==> src/rtl/sprite_update_master_if.sv <==
// Avalon-MM write bus between the sprite update master and the sprite peripheral.
interface sprite_update_master_if #(
    parameter int ADDR_W = 5
);
    logic [ADDR_W-1:0] address;
    logic [31:0]       writedata;
    logic              write;
    logic              chipselect;
    logic              waitrequest;

    modport master (
        output address, writedata, write, chipselect,
        input  waitrequest
    );

    modport slave (
        input  address, writedata, write, chipselect,
        output waitrequest
    );
endinterface

==> src/rtl/sprite_update_master.sv <==
// Frame-aligned sprite descriptor flusher: keeps a shadow table with dirty bits
// and, on each frame_start, writes only the changed entries over Avalon-MM.
module sprite_update_master #(
    parameter int N_SPRITES = 3,
    parameter int ADDR_W    = 5
) (
    input  logic              clk,
    input  logic              reset,
    input  logic              upd_valid,
    input  logic [ADDR_W-1:0] upd_index,
    input  logic [31:0]       upd_data,
    input  logic              frame_start,
    input  logic              status_clr,
    sprite_update_master_if.master bus,
    output logic              busy,
    output logic              overrun,
    output logic              bad_index
);
    localparam logic [ADDR_W-1:0] LAST = ADDR_W'(N_SPRITES - 1);

    typedef enum logic [1:0] {IDLE, SCAN, WRITE} state_t;

    state_t               state;
    logic [ADDR_W-1:0]    idx;
    logic [31:0]          tbl [N_SPRITES];
    logic [N_SPRITES-1:0] dirty;
    // Entry being written was updated after its snapshot was taken.
    logic                 hit;

    logic [31:0] cur_data;
    logic        cur_dirty;
    logic        upd_ok;
    logic        upd_hit;
    logic        accept;

    // Read-side muxes for the scan pointer and update index range check.
    always_comb begin
        cur_data  = '0;
        cur_dirty = 1'b0;
        upd_ok    = 1'b0;
        for (int i = 0; i < N_SPRITES; i++) begin
            if (idx == ADDR_W'(i)) begin
                cur_data  = tbl[i];
                cur_dirty = dirty[i];
            end
            if (upd_index == ADDR_W'(i))
                upd_ok = 1'b1;
        end
        upd_hit = upd_valid && (upd_index == idx);
        accept  = (state == WRITE) && !bus.waitrequest;
    end

    assign busy           = (state != IDLE);
    assign bus.chipselect = bus.write;

    // Flush FSM, shadow table, dirty tracking and sticky status flags.
    always_ff @(posedge clk or posedge reset) begin
        if (reset) begin
            state         <= IDLE;
            idx           <= '0;
            hit           <= 1'b0;
            dirty         <= '0;
            bus.address   <= '0;
            bus.writedata <= '0;
            bus.write     <= 1'b0;
            overrun       <= 1'b0;
            bad_index     <= 1'b0;
            for (int i = 0; i < N_SPRITES; i++)
                tbl[i] <= '0;
        end else begin
            case (state)
                IDLE: begin
                    if (frame_start) begin
                        state <= SCAN;
                        idx   <= '0;
                    end
                end
                SCAN: begin
                    if (cur_dirty) begin
                        bus.address   <= idx;
                        bus.writedata <= cur_data;
                        bus.write     <= 1'b1;
                        // An update landing now is newer than the snapshot.
                        hit           <= upd_hit;
                        state         <= WRITE;
                    end else if (idx == LAST) begin
                        state <= IDLE;
                    end else begin
                        idx <= idx + 1'b1;
                    end
                end
                WRITE: begin
                    hit <= hit | upd_hit;
                    if (accept) begin
                        bus.write <= 1'b0;
                        // Keep dirty if a newer value arrived since the snapshot.
                        for (int i = 0; i < N_SPRITES; i++)
                            if (idx == ADDR_W'(i) && !(hit || upd_hit))
                                dirty[i] <= 1'b0;
                        if (idx == LAST) begin
                            state <= IDLE;
                        end else begin
                            idx   <= idx + 1'b1;
                            state <= SCAN;
                        end
                    end
                end
                default: state <= IDLE;
            endcase

            // Clear first so a same-cycle set event wins.
            if (status_clr) begin
                overrun   <= 1'b0;
                bad_index <= 1'b0;
            end
            if (frame_start && state != IDLE)
                overrun <= 1'b1;

            // Update path, placed last so its dirty set overrides the clear.
            if (upd_valid) begin
                if (upd_ok) begin
                    for (int i = 0; i < N_SPRITES; i++)
                        if (upd_index == ADDR_W'(i)) begin
                            tbl[i]   <= upd_data;
                            dirty[i] <= 1'b1;
                        end
                end else begin
                    bad_index <= 1'b1;
                end
            end
        end
    end
endmodule

==> src/flat_wrapper.sv <==
// flat-port wrapper written by rule: the top's interface ports become plain ports
module sprite_update_master_flat 
#(
    parameter int N_SPRITES = 3,
    parameter int ADDR_W    = 5
)
  (clk, reset, upd_valid, upd_index, upd_data, frame_start, status_clr, busy, overrun, bad_index, bus_address, bus_writedata, bus_write, bus_chipselect, bus_waitrequest);
  sprite_update_master_if #(.ADDR_W(ADDR_W)) bus_i ();
  input  logic clk;
  input  logic reset;
  input  logic upd_valid;
  input  logic [ADDR_W-1:0] upd_index;
  input  logic [31:0] upd_data;
  input  logic frame_start;
  input  logic status_clr;
  output logic busy;
  output logic overrun;
  output logic bad_index;
  output wire logic [$bits(bus_i.address)-1:0] bus_address;
  output wire logic [$bits(bus_i.writedata)-1:0] bus_writedata;
  output wire logic [$bits(bus_i.write)-1:0] bus_write;
  output wire logic [$bits(bus_i.chipselect)-1:0] bus_chipselect;
  input wire logic [$bits(bus_i.waitrequest)-1:0] bus_waitrequest;
  assign bus_address = bus_i.address;
  assign bus_writedata = bus_i.writedata;
  assign bus_write = bus_i.write;
  assign bus_chipselect = bus_i.chipselect;
  assign bus_i.waitrequest = bus_waitrequest;
  sprite_update_master #(.N_SPRITES(N_SPRITES), .ADDR_W(ADDR_W)) u_core (.clk(clk), .reset(reset), .upd_valid(upd_valid), .upd_index(upd_index), .upd_data(upd_data), .frame_start(frame_start), .status_clr(status_clr), .bus(bus_i), .busy(busy), .overrun(overrun), .bad_index(bad_index));
endmodule
==> config.mk <==
export PLATFORM = sky130hd
export DESIGN_NAME = sprite_update_master_flat
export DESIGN_NICKNAME = d
export VERILOG_FILES = /design/src/rtl/sprite_update_master_if.sv /design/src/rtl/sprite_update_master.sv /design/src/flat_wrapper.sv
export SDC_FILE = /design/constraint.sdc
export NUM_CORES = 1
export LEC_CHECK = 0
export ABC_AREA = 1
export ABC_CLOCK_PERIOD_IN_PS = 3950
export BUFFER_PORTS_ARGS = -buffer_cell sky130_fd_sc_hd__buf_2
export CAP_MARGIN = 20
export CORE_MARGIN = 3
export CORE_UTILIZATION = 37
export CTS_CLUSTER_SIZE = 40
export DETAILED_ROUTE_END_ITERATION = 16
export PLACE_DENSITY = 0.55
export SYNTH_ARGS = -nofsm -noshare
export SYNTH_HDL_FRONTEND = slang
export SYNTH_SLANG_ARGS = --single-unit
==> constraint.sdc <==
create_clock -name clk -period 3.95 [get_ports clk]
set_clock_uncertainty 0.1 [all_clocks]
set_input_delay 0.1975 -clock clk [delete_from_list [all_inputs] [get_ports clk]]
set_output_delay 0.1975 -clock clk [all_outputs]
set_load 0.01 [all_outputs]
-- Word-level counts from Yosys, hierarchy flattened
Cells that the tools add are included.
- flip-flop bits (word level): 147
- logic and storage cells: 90
- output and inout bits: 42
- bits of input ports: 43
- equal/unequal tests: 12
- reductions and logical operators: 24
- bitwise operators: 1
- add/sub/neg operators: 1
- mux-type cells: 40
- operators with widths (kind ; number):
    32-bit two-way mux ; 3
    1-bit two-way mux ; 21
    5-bit two-way mux ; 4
    5-bit one-hot mux with 3 select lines ; 1
    3-bit AND reduction ; 5
    3-bit two-way mux ; 4
    5-bit by 1-bit == test with 1-bit output (second input constant) ; 2
    5-bit by 2-bit == test with 1-bit output (second input constant) ; 2
    5-bit logical NOT ; 2
    2-bit two-way mux ; 4
    1-bit logical AND ; 6
    2-bit one-hot mux with 3 select lines ; 1
    2-bit nonzero test ; 3
    5-bit by 1-bit adder with 5-bit output (second input constant) ; 1
    5-bit == test ; 1
    2-bit by 1-bit inequality test with 1-bit output (second input constant) ; 2
    2-bit inequality test (second input constant) ; 2
    1-bit one-hot mux with 2 select lines ; 2
    2-bit AND reduction ; 2
    4-bit AND reduction ; 1
    3-bit by 1-bit inequality test with 1-bit output (second input constant) ; 1
    3-bit nonzero test ; 1
    2-bit by 1-bit == test with 1-bit output (second input constant) ; 1
    2-bit == test (second input constant) ; 1
    4 further kinds ; 5

-- Depth between registers and ports, before layout
Gate-level depths: netlist of run 1.
- depth after elaboration: 11
- gate-level depth with buffers: 14
- gate-level depth less buffers: 13

-- Worst setup path before layout of run 1
OpenSTA, ideal clock, no wires.
- kind: register to register
- start: register u_core.idx[1]
- end: register u_core.bus.write (netlist: u_core.bus.chipselect)
- arrival: 1576 ps
- setup time: 117 ps
- clock period less this slack: 1793 ps
- cell stages (with the launch flop): 15
- path slack: 2157 ps
- required time: 3733 ps
- path buffers: 1
- cell sequence: dfrtp_1 -> inv_1 -> ha_1 -> inv_1 -> nor2_2 -> nand3_1 -> nand2_1 -> inv_2 -> nand2_1 -> nand2_2 -> buf_6 -> nand2_1 -> nand2_1 -> nand2_1 -> nand2_1
- cells in the longest elaborated chain, start to end: 6
- elaborated cells between the ends (all ways): 8
- those cells by class: eq/ne: 3; mux: 3; reduce/logical: 2
- RTL lines (what ; line ; text):
    from (decl) ; sprite_update_master.sv:24 ; logic [ADDR_W-1:0] idx;
    from (signal assigned) ; sprite_update_master.sv:89 ; idx <= idx + 1'b1;
    from (signal assigned) ; sprite_update_master.sv:103 ; idx <= idx + 1'b1;
    5-bit logical NOT ; sprite_update_master.sv:42 ; if (idx == ADDR_W'(i)) begin
    1-bit two-way mux (2 in a row) ; sprite_update_master.sv:42 ;
    1-bit two-way mux * ; sprite_update_master.sv:42 ;
    2-bit by 1-bit inequality test with 1-bit output (no source line) * ; - ;
    3-bit AND reduction (no source line) * ; - ;
    to (signal assigned) ; sprite_update_master.sv:65 ; bus.write <= 1'b0;
    to (signal assigned) ; sprite_update_master.sv:82 ; bus.write <= 1'b1;
    to (signal assigned) ; sprite_update_master.sv:95 ; bus.write <= 1'b0;
    to (decl) ; sprite_update_master_if.sv:12 ; output address, writedata, write, chipselect,
Every way passes the cells marked *; elsewhere a longest branch is shown, timed or not.
A chain may end at the register's enable or synchronous reset.

-- Worst setup path in the final report of run 1
- start: register u_core.idx[0]
- end: register u_core.hit
- cells in the longest elaborated chain, start to end: 6
- elaborated cells between the ends (all ways): 13
- those cells by class: eq/ne: 4; mux: 5; bitwise: 1; reduce/logical: 3
- RTL lines (what ; line ; text):
    5-bit logical NOT ; sprite_update_master.sv:42 ;
    1-bit two-way mux (3 in a row) ; sprite_update_master.sv:42 ;
    2-bit by 1-bit inequality test with 1-bit output (no source line) ; - ;
    2-bit AND reduction (no source line) ; - ;
    to (signal assigned) ; sprite_update_master.sv:84 ; hit <= upd_hit;
    to (signal assigned) ; sprite_update_master.sv:93 ; hit <= hit | upd_hit;
    to (decl) ; sprite_update_master.sv:28 ; logic hit;
Parallel ways exist; a longest one is shown, timed or not. The select of a mux whose other input is x is not followed.

==> reports/metrics.yaml, run 1 <==
worstSetupPathDepth: 10
antenna_found_initial: 0
critPathMaxStageDelay_ns: 0.43
cts.sinks: 147
finish.utilization_pct: 47.2
yosysTopAreaCell: "dfrtp_1"
first_global_vias: 5552
setup_tns_ns: 0
grt_pass1_wl_um: 28800
cts_buffers: 17
start_util_pct: 38.3
drt_iter0_markers: 417
max_freq_mhz: 350
wire_per_inst_um: 14.7
dieWidth_um: 141
die_y_um: 141
drc: 0
diodes: 0
cts_tree: "done"
ys_types: 29
start_kind: "flop"
cp-end-kind: "flop"
synth_area_um2: 6750
core-area_um2: 17600
path_cells: "inv_1 > ha_1 > nand3_4 > o21ai_1 > inv_2 > nand2_2 > buf_4 > nand2_1 > nand2_1 > o21ai_1"
grt_start_max_net_pins: 87
h-tree-depth: 4
netlist_instances: 820
drive_above_1_share_pct: 15.4
clk_latency_ns: 0.42
fin_crit_sh_pct: 72.2
final_antenna_net_count: 0
critical-path-top-delay-family: "simple AND/OR/NAND/NOR gates"
syn_area_per_cell_um2: 8.23
dp_hpwl_um: 10600
period_minus_slack_ns: 2.85
yosysSeqAreaShare_pct: 54.5
num_vias: 5610
cp.required_ns: 4.15
nets: 973
ys_ff_latch: 147
drv_slew: 0
slew_headroom_pct: 47.6
syn_nets: 871
crit_fanout: 37
hold_viol_final: 0
clk_pin_slew_ns: 0.06
die_area_um2: 19900
dr.pass1.iters: 5
run_status: "finished clean"
root_buffer: "clkbuf_16"
grt.total_usage_pct: 18.0
arrival_ns: 3.06
rows: 48
cp_num_buf_inv: 3
power.density_nw_per_um2: 683
synth_area_leaders: "dfrtp_1, nand2_1, nand3_1, o21ai_0, inv_1"
rr_worst_depth: 10
grt-ovfl-total: 0
routed_via_density: 4.84
setup_viol: 0
worst_pin_slew_ns: 0.785
yosys_warnings: 0
min_path_cells: 3
synthToLayoutAreaGrowth_pct: 23.1
path_class: "reg2reg"
rsz0062_at_grt: "false"
place_congestion: 0.761
cts_buffer_depth: 2
ir_drop_uv: 346
port_buffers: 84
io_pins: 85
cts_resized: 0
cpMaxStageDelayCell: "dfrtp_1"
synth_top_cell_area_share_pct: 54.5
max_cap_viol_count: 0
hp-class: "in2reg"
wirelength_um: 17100
cellLeakagePower_nw: 4.31
## synth_stat cells, drive strengths merged
| library cell | number |
|---|---|
| nand2 | 239 |
| dfrtp | 147 |
| nand3 | 141 |
| o21ai | 108 |
| inv | 97 |
| clkbuf | 26 |
| buf | 24 |
| nor2 | 13 |
| ha | 8 |
| nor3 | 4 |
| or2 | 4 |
| xor2 | 3 |
| o22ai | 2 |
| a211oi | 1 |
| a21oi | 1 |
| nand4 | 1 |
| xnor2 | 1 |
## metrics by stage
| stage | hold WS, ns | cells | instance area [um2] | power, mW | setup slack (ns) |
|---|---|---|---|---|---|
| after floorplan | 0.197 | 820 | 6750 | 3.42 | 1.81 |
| after global placement | 0.00958 | 1092 | 7330 | 4.02 | 1.13 |
| after detailed placement | 0.0113 | 1093 | 7350 | 4.03 | 1.07 |
| after CTS | 0.0154 | 1159 | 8300 | 5.74 | 1.06 |
| after global routing | 0.0629 | 1159 | 8300 | 6.09 | 0.829 |
| final | 0.0211 | 1159 | 8300 | 5.67 | 1.10 |
## repair_timing
action,4_1_cts,5_1_grt
hold buffers,35,0
buffers inserted,0,0
hold endpoints to repair,184,0
## path summary, 6_finish.rpt
path | startpoint | end | slack (ns)
worst max-delay path | u_core.idx[0]$_DFFE_PP0P_ | u_core.hit$_DFFE_PP0P_ | 1.10
worst min-delay path | upd_valid | u_core.bad_index$_DFF_PP0_ | 0.02
worst max register to register | u_core.idx[0]$_DFFE_PP0P_ | u_core.hit$_DFFE_PP0P_ | 1.10
worst min register to register | u_core.bus.writedata[24]$_DFFE_PP0P_ | u_core.bus.writedata[24]$_DFFE_PP0P_ | 0.37
max in group asynchronous | reset | u_core.bus.writedata[7]$_DFFE_PP0P_ | 2.66
min in group asynchronous | reset | u_core.tbl[75]$_DFFE_PP0P_ | 0.13
## cell type report
type	instances	area (um2)
sequential	147	3680
tap	225	282
inverter	97	370
clock inverter	9	129
fill	1803	9300
timing repair buffer	133	901
clock buffer	22	474
multi-input combinational	526	2470
## cell families (layout without fill, tap and decap cells)
family	after synthesis	after routing	share of synthesized area, %
adder cells (fa/ha/maj)	8	8	1.48
AO/OA/AOI/OAI	112	112	8.38
AND/OR/NAND/NOR	402	402	26.0
XOR/XNOR	4	4	0.519
buffers and inverters	147	261	9.09
flip-flops	147	147	54.5
## routing by layer
metal	GRT usage, %	part of all wire [%]	wire length (um)
met5	0	0	0
met4	4.23	1.1	184
met3	3.80	4.4	744
met2	28.9	46	7890
met1	25.2	48	8250
## sequential cells by signal (all words and copies together), names as in the netlist
name and count:
u_core.dirty 3, u_core.hit 1, u_core.state 2, u_core.bus.address 5, u_core.idx 5, u_core.bad_index 1, u_core.bus.chipselect 1, u_core.tbl 96
u_core.bus.writedata 32, u_core.overrun 1
## power by group
group | switching (mW) | internal (mW) | leakage, nW
registers | 0.228 | 1.93 | 1.86
logic | 1.23 | 0.631 | 2.16
clock network | 0.616 | 1.04 | 0.292
total | 2.07 | 3.60 | 4.31
## cells in the final DEF, fill, tap and decap left out, types with 2 or more instances in the layout
cell type / netlist / routed
buf_12: 0 / 2
buf_2: 11 / 84
buf_4: 4 / 12
bufinv_16: 0 / 3
clkbuf_1: 26 / 2
clkbuf_16: 0 / 17
clkbuf_8: 0 / 3
clkinv_2: 0 / 3
clkinvlp_4: 0 / 3
dfrtp_1: 147 / 147
dlygate4sd3_1: 0 / 35
ha_1: 8 / 8
inv_1: 94 / 93
inv_2: 2 / 2
nand2_1: 236 / 235
nand2_2: 2 / 3
nand3_1: 140 / 140
nor2_1: 10 / 10
nor2_4: 1 / 2
nor3_1: 4 / 3
o21ai_0: 101 / 101
o21ai_1: 7 / 7
o22ai_1: 2 / 2
or2_2: 4 / 4
xor2_1: 3 / 3
## worst reg2reg max path: cells and delay by family (launching register included)
family,cells,cell delay (ns)
buf+inv,3,0.59
fa+ha+maj,1,0.21
flops,1,0.43
simple gates,4,1.00
compound gates,2,0.41
Power figures use the tool's default switching activity.
==> run 2: changes to the inputs <==
ABC_CLOCK_PERIOD_IN_PS = 2900   (was 3950)
PLACE_DENSITY = 0.53   (was 0.55)
clock period = 2.9 ns   (was 3.95 ns; I/O delays follow)
==> run 2 against run 1 <==
  * Register-to-register slack got worse by 0.59 ns
  * Critical endpoint is now u_core.bus.writedata[17]$_DFFE_PP0P_
  * Combinational power rose by 39%
  * Via count fell by 0.57%
  * Final area rose by 0.47%
  * Worst hold slack improved by 0.032 ns
  * Routed wire length rose by 0.87%
  * Maximum frequency rose by 19%
  * Critical path depth did not move
  * Die area did not move
  * Worst setup slack got worse by 0.59 ns
==> reports/metrics.yaml, run 2 (synthesis results as in run 1) <==
run_status: "finished clean"
port_buffers: 84  # unchanged
hold_ws_ns: 0.0535  # +0.0325 ns
wirelength_um: 17200  # +0.87%
setup_viol: 0  # unchanged
cp-end-kind: "flop"
rows: 48  # unchanged
drc: 0  # unchanged
crit_fanout: 37  # unchanged
grt_pass1_wl_um: 28900  # +0.21%
reg_top3: "u_core.tbl (96), u_core.bus.writedata (32)"
cp.required_ns: 3.16  # -0.99 ns
cts_tree: "done"
grt-ovfl-total: 0  # unchanged
drv_slew: 0  # unchanged
root_buffer: "clkbuf_16"
arrival_ns: 2.65  # -0.41 ns
final_cell_mix: "nand2_1, dfrtp_1, nand3_1"
start_util_pct: 38.3  # unchanged
nets: 978  # +0.51%
cts_buffers: 17  # unchanged
period_minus_slack_ns: 2.40  # -0.457 ns
slew_headroom_pct: 46.6  # -1.0 points
largest-register: "u_core.tbl"
rsz0062_at_grt: "false"
start_kind: "flop"
io_pins: 85  # unchanged
route.met2.wl_um: 7810  # -0.98%
finalInstanceArea_um2: 8340  # +0.47%
grt_start_max_net_pins: 86  # -1.1%
clk_latency_ns: 0.42  # about the same
h-tree-depth: 4  # unchanged
power.density_nw_per_um2: 928  # +36%
drive_above_1_share_pct: 15.7  # +0.33 points
dieWidth_um: 141  # unchanged
finish.utilization_pct: 47.4  # +0.22 points
die_y_um: 141  # unchanged
path_class: "reg2reg"
fin_crit_sh_pct: 82.7  # +10 points
dr.pass1.iters: 5  # unchanged
ir_drop_uv: 465  # +34%
route.met3.wl_um: 742  # -0.27%
final_common_cell: "nand2_1"
final_antenna_net_count: 0  # unchanged
clk_pin_slew_ns: 0.06  # about the same
die_area_um2: 19900  # unchanged
core-area_um2: 17600  # unchanged
critPathMaxStageDelay_ns: 0.45  # +0.02 ns
cpMaxStageDelayCell: "inv_4"
hp-class: "in2reg"
place_congestion: 0.770  # +1.2%
cts.sinks: 147  # unchanged
cts_buffer_depth: 2  # unchanged
hold_viol_final: 0  # unchanged
synthToLayoutAreaGrowth_pct: 23.6
top_layer_used: "met4"
post-place-ws_ns: 0.487  # -0.583 ns
setup_tns_ns: 0  # unchanged
min_path_cells: 6  # +3
cellLeakagePower_nw: 4.32  # +0.16%
antenna_found_initial: 0  # unchanged
num_vias: 5578  # -0.57%
fin_ws_ns: 0.503  # -0.593 ns
grt.total_usage_pct: 18.2  # +0.21 points
rr_worst_depth: 10  # unchanged
wl_met1_um: 8480  # +2.8%
routed_via_density: 4.79  # -1.1%
cts_setup_buffers: 0  # unchanged
max_cap_viol_count: 0  # unchanged
worst_pin_slew_ns: 0.801  # +0.0163 ns
wire_per_inst_um: 14.8  # +0.35%
nFillCells: 1759  # -2.4%
drt_iter0_markers: 435  # +4.3%
path_cells: "inv_1 > ha_1 > nand3_4 > nand2_1 > inv_2 > nand2_1 > nand2_2 > inv_4 > nand3_1 > nand2_1"
placed_area_um2: 7360  # +0.20%
diodes: 0  # unchanged
largest_reg_flops: 96  # unchanged
first_global_vias: 5436  # -2.1%
max_freq_mhz: 417  # +19%
dp_hpwl_um: 10500  # -0.53%
crit_path_frequent_cell: "nand2_1"
==> run 2: changes by cell type in the layout (fill, tap and decap cells not counted), sizes merged <==
cell	change
bufinv	-1
clkbuf	-1
clkinvlp	+2
inv	+2
buf	+2
clkinv	-1
dlygate4sd3	+3
==> run 2: where the power goes <==
| part | switching (mW) | leakage (nW) | total [mW] | internal (mW) |
|---|---|---|---|---|
| Combinational | 1.69 | 2.17 | 2.58 | 0.892 |
| Clock | 0.874 | 0.282 | 2.21 | 1.34 |
| Sequential | 0.310 | 1.86 | 2.94 | 2.63 |
| Total | 2.88 | 4.32 | 7.74 | 4.86 |
==> run 2: final cells by class <==
cell class	count	area (um2)	share of cell area, %
Sequential cell	147	3680	44.1
Multi-Input combinational cell	526	2470	29.6
Timing Repair Buffer	138	946	11.3
Clock buffer	21	470	5.64
Inverter	97	370	4.44
Tap cell	225	282	3.38
Clock inverter	11	126	1.52
==> run 2: path summary, 6_finish.rpt <==
check	slack, ns	end	from
hold reg to reg	0.37	u_core.dirty[0]$_DFF_PP0_	u_core.dirty[0]$_DFF_PP0_
min in group asynchronous	0.31	u_core.idx[2]$_DFFE_PP0P_	reset
max in group asynchronous	1.68	u_core.bus.writedata[2]$_DFFE_PP0P_	reset
setup reg to reg	0.50	u_core.bus.writedata[17]$_DFFE_PP0P_	u_core.idx[0]$_DFFE_PP0P_
hold / removal	0.05	u_core.state[0]$_DFFE_PP0P_	frame_start
setup / recovery	0.50	u_core.bus.writedata[17]$_DFFE_PP0P_	u_core.idx[0]$_DFFE_PP0P_
==> run 2: worst max-delay path: cells and delay by family (launching register included) <==
kind / cells / cell delay, ns
and+or+nand+nor: 6 / 0.96
DFF: 1 / 0.43
adders and majority gates: 1 / 0.21
buffers and inverters: 3 / 0.64
==> run 2: per-layer routing <==
metal | vias up | global-route usage (%)
met3 | 9 | 4.14
met5 | - | 0
met4 | 0 | 4.13
met1 | 2636 | 25.7
met2 | 111 | 28.8
li1 | 2822 | -
==> run 2: what timing repair did <==
item,CTS,global route
hold buffers,38,0
gates resized for setup,0,0
hold endpoints to repair,246,0
==> run 2: per-stage QoR <==
stage / power (mW) / instances
after global routing: 8.33 / 1165
after detailed placement: 5.55 / 1095
final: 7.74 / 1165
after CTS: 7.84 / 1165
after global placement: 5.54 / 1095
after floorplan: 4.66 / 820
==> run 3: changes to the inputs <==
ABC_CLOCK_PERIOD_IN_PS = 2350   (was 2900)
clock period = 2.35 ns   (was 2.9 ns; I/O delays follow)
==> run 3 against run 2 <==
  * Die area unchanged
  * First-iteration DRC count decreased by 4.6%
  * Worst setup slack got worse by 0.17 ns
  * Clock power increased by 37%
  * Final area increased by 1.5%
  * Maximum frequency increased by 19%
  * Critical path depth unchanged
  * Core utilization increased by 0.72 points
  * Flip-flop and latch count unchanged
  * Routed wire length increased by 2.3%
  * Sequential share of layout area decreased by 0.66 points
  * Critical path type unchanged
  * Largest power group unchanged
==> reports/metrics.yaml, run 3 (synthesis results as in run 1) <==
cts_tree: "done"
crit_path_frequent_cell: "o21ai_1"
largest-register: "u_core.tbl"
first_global_vias: 5799  # +6.7%
routed_via_density: 4.86  # +1.5%
top_layer_used: "met4"
rsz0062_at_grt: "false"
num_vias: 5690  # +2.0%
die_area_um2: 19900  # unchanged
slew_headroom_pct: 57.1  # +11 points
reg_top3: "u_core.tbl (96), u_core.bus.writedata (32)"
max_cap_viol_count: 0  # unchanged
drive_above_1_share_pct: 16.4  # +0.64 points
max_freq_mhz: 495  # +19%
route.met2.wl_um: 8240  # +5.5%
io_pins: 85  # unchanged
path_class: "reg2reg"
route.met3.wl_um: 747  # +0.67%
period_minus_slack_ns: 2.02  # -0.376 ns
finish.utilization_pct: 48.1  # +0.72 points
power.total_mw: 9.96  # +29%
hold_viol_final: 0  # unchanged
grt.total_usage_pct: 18.9  # +0.71 points
cpMaxStageDelayCell: "dfrtp_1"
run_status: "finished clean"
p_comb_share_pct: 33.1  # -0.3 points
path_cells: "inv_1 > ha_1 > nand3_4 > o21ai_1 > inv_2 > nand2_2 > buf_12 > nand2_4 > nand2_1 > o21ai_1"
start_kind: "flop"
drc: 0  # unchanged
port_buffers: 84  # unchanged
nets: 984  # +0.61%
wire_per_inst_um: 15.0  # +1.8%
root_buffer: "clkbuf_16"
largest_reg_flops: 96  # unchanged
core-area_um2: 17600  # unchanged
cp.required_ns: 2.55  # -0.61 ns
drv_slew: 0  # unchanged
cp-end-kind: "flop"
arrival_ns: 2.22  # -0.43 ns
p_int_mw: 6.32  # +30%
rows: 48  # unchanged
power.switching_mw: 3.63  # +26%
cts_buffers: 17  # unchanged
dr.pass1.iters: 6  # +1
final_antenna_net_count: 0  # unchanged
diodes: 0  # unchanged
final_common_cell: "nand2_1"
setup_viol: 0  # unchanged
clock_power_share_pct: 30.4  # +1.8 points
wirelength_um: 17600  # +2.3%
die_y_um: 141  # unchanged
antenna_found_initial: 0  # unchanged
h-tree-depth: 4  # unchanged
critPathMaxStageDelay_ns: 0.44  # about the same
seq_power_share_pct: 36.5  # -1.5 points
final_cell_mix: "nand2_1, dfrtp_1, nand3_1"
dp_hpwl_um: 10700  # +1.7%
setup_tns_ns: 0  # unchanged
ir_drop_uv: 723  # +55%
grt_pass1_wl_um: 30200  # +4.4%
synthToLayoutAreaGrowth_pct: 25.5
critical-path-top-delay-family: "buffers and inverters"
clk_pin_slew_ns: 0.06  # about the same
fin_crit_sh_pct: 86.0  # +3.3 points
place_congestion: 0.789  # +2.5%
crit_fanout: 38  # +2.7%
start_util_pct: 38.3  # unchanged
nFillCells: 1728  # -1.8%
switching_share_pct: 36.5  # -0.67 points
cts.sinks: 147  # unchanged
grt_start_max_net_pins: 80  # -7.0%
dieWidth_um: 141  # unchanged
hp-class: "in2reg"
cp_num_buf_inv: 3  # unchanged
cts_buffer_depth: 2  # unchanged
drt_iter0_markers: 415  # -4.6%
cellLeakagePower_nw: 4.40  # +1.8%
worst_pin_slew_ns: 0.643  # -0.158 ns
power.density_nw_per_um2: 1180  # +27%
clk_latency_ns: 0.42  # about the same
wl_met1_um: 8400  # -0.92%
grt-ovfl-total: 0  # unchanged
[run 3: changes by cell type in the layout (fill, tap and decap cells not counted)]
cell and delta:
buf_12 +2, buf_4 +4, bufinv_16 +3, clkbuf_1 -1
clkbuf_8 -3, clkinv_2 +1, clkinv_4 +1, clkinvlp_4 -3
inv_6 +1, inv_8 +1
[run 3: tightest hold or removal path, delay by kind of cell]
family / cells / cell delay (ns)
and+or+nand+nor: 4 / 0.29
buffers and inverters: 2 / 0.11
[run 3: path summary, 6_finish.rpt]
| check | start | end | slack [ns] | depth (start not counted) |
|---|---|---|---|---|
| worst max-delay path | u_core.idx[0]$_DFFE_PP0P_ | u_core.idx[4]$_DFFE_PP0P_ | 0.33 | 10 |
| worst max register to register | u_core.idx[0]$_DFFE_PP0P_ | u_core.idx[4]$_DFFE_PP0P_ | 0.33 | 10 |
| min in group asynchronous | reset | u_core.bad_index$_DFF_PP0_ | 0.29 | 4 |
| worst min register to register | u_core.bus.writedata[6]$_DFFE_PP0P_ | u_core.bus.writedata[6]$_DFFE_PP0P_ | 0.37 | 2 |
| worst min-delay path | frame_start | u_core.state[0]$_DFFE_PP0P_ | 0.05 | 6 |
| max in group asynchronous | reset | u_core.tbl[28]$_DFFE_PP0P_ | 1.49 | 4 |
[run 3: power groups by stage]
stage / sequential [mW] / clock [mW] / combinational [mW]
after floorplan: 3.73 / 0 / 2.01
after global placement: 3.67 / 0 / 3.26
after detailed placement: 3.67 / 0 / 3.28
after CTS: 3.63 / 3.09 / 3.35
after global routing: 3.72 / 3.22 / 3.76
final: 3.63 / 3.03 / 3.30
[run 3: through the flow]
| stage | area (um2) | cells | hold WS (ns) | setup slack, ns |
|---|---|---|---|---|
| finish | 8470 | 1171 | 0.0506 | 0.329 |
| global route | 8470 | 1171 | 0.0557 | 0.129 |
| CTS | 8470 | 1171 | 0.0234 | 0.317 |
| detailed placement | 7430 | 1101 | 0.192 | 0.335 |
| global placement | 7430 | 1101 | 0.201 | 0.335 |
| floorplan | 6750 | 820 | 0.117 | 0.285 |
[run 3: what timing repair did]
action,4_1_cts,5_1_grt
hold endpoints to repair,248,0
buffers inserted,0,0
hold buffers,38,0
resized for setup,0,0
[run 3: final cells by class]
type                    instances  area [um2]  share of cell area (%)
clock buffers                  17         425                    5.02
clock inverters                15         228                    2.69
inverters                      97         370                    4.37
multi-input cells             526        2470                    29.1
flip-flops and latches        147        3680                    43.4
well taps                     225         282                    3.32
repair buffers                144        1020                    12.0
[run 3: layer usage]
metal / global-route usage, % / vias up
met5: 0 / -
met3: 3.80 / 18
met4: 5.76 / 0
met2: 30.7 / 140
met1: 25.8 / 2693
li1: - / 2839
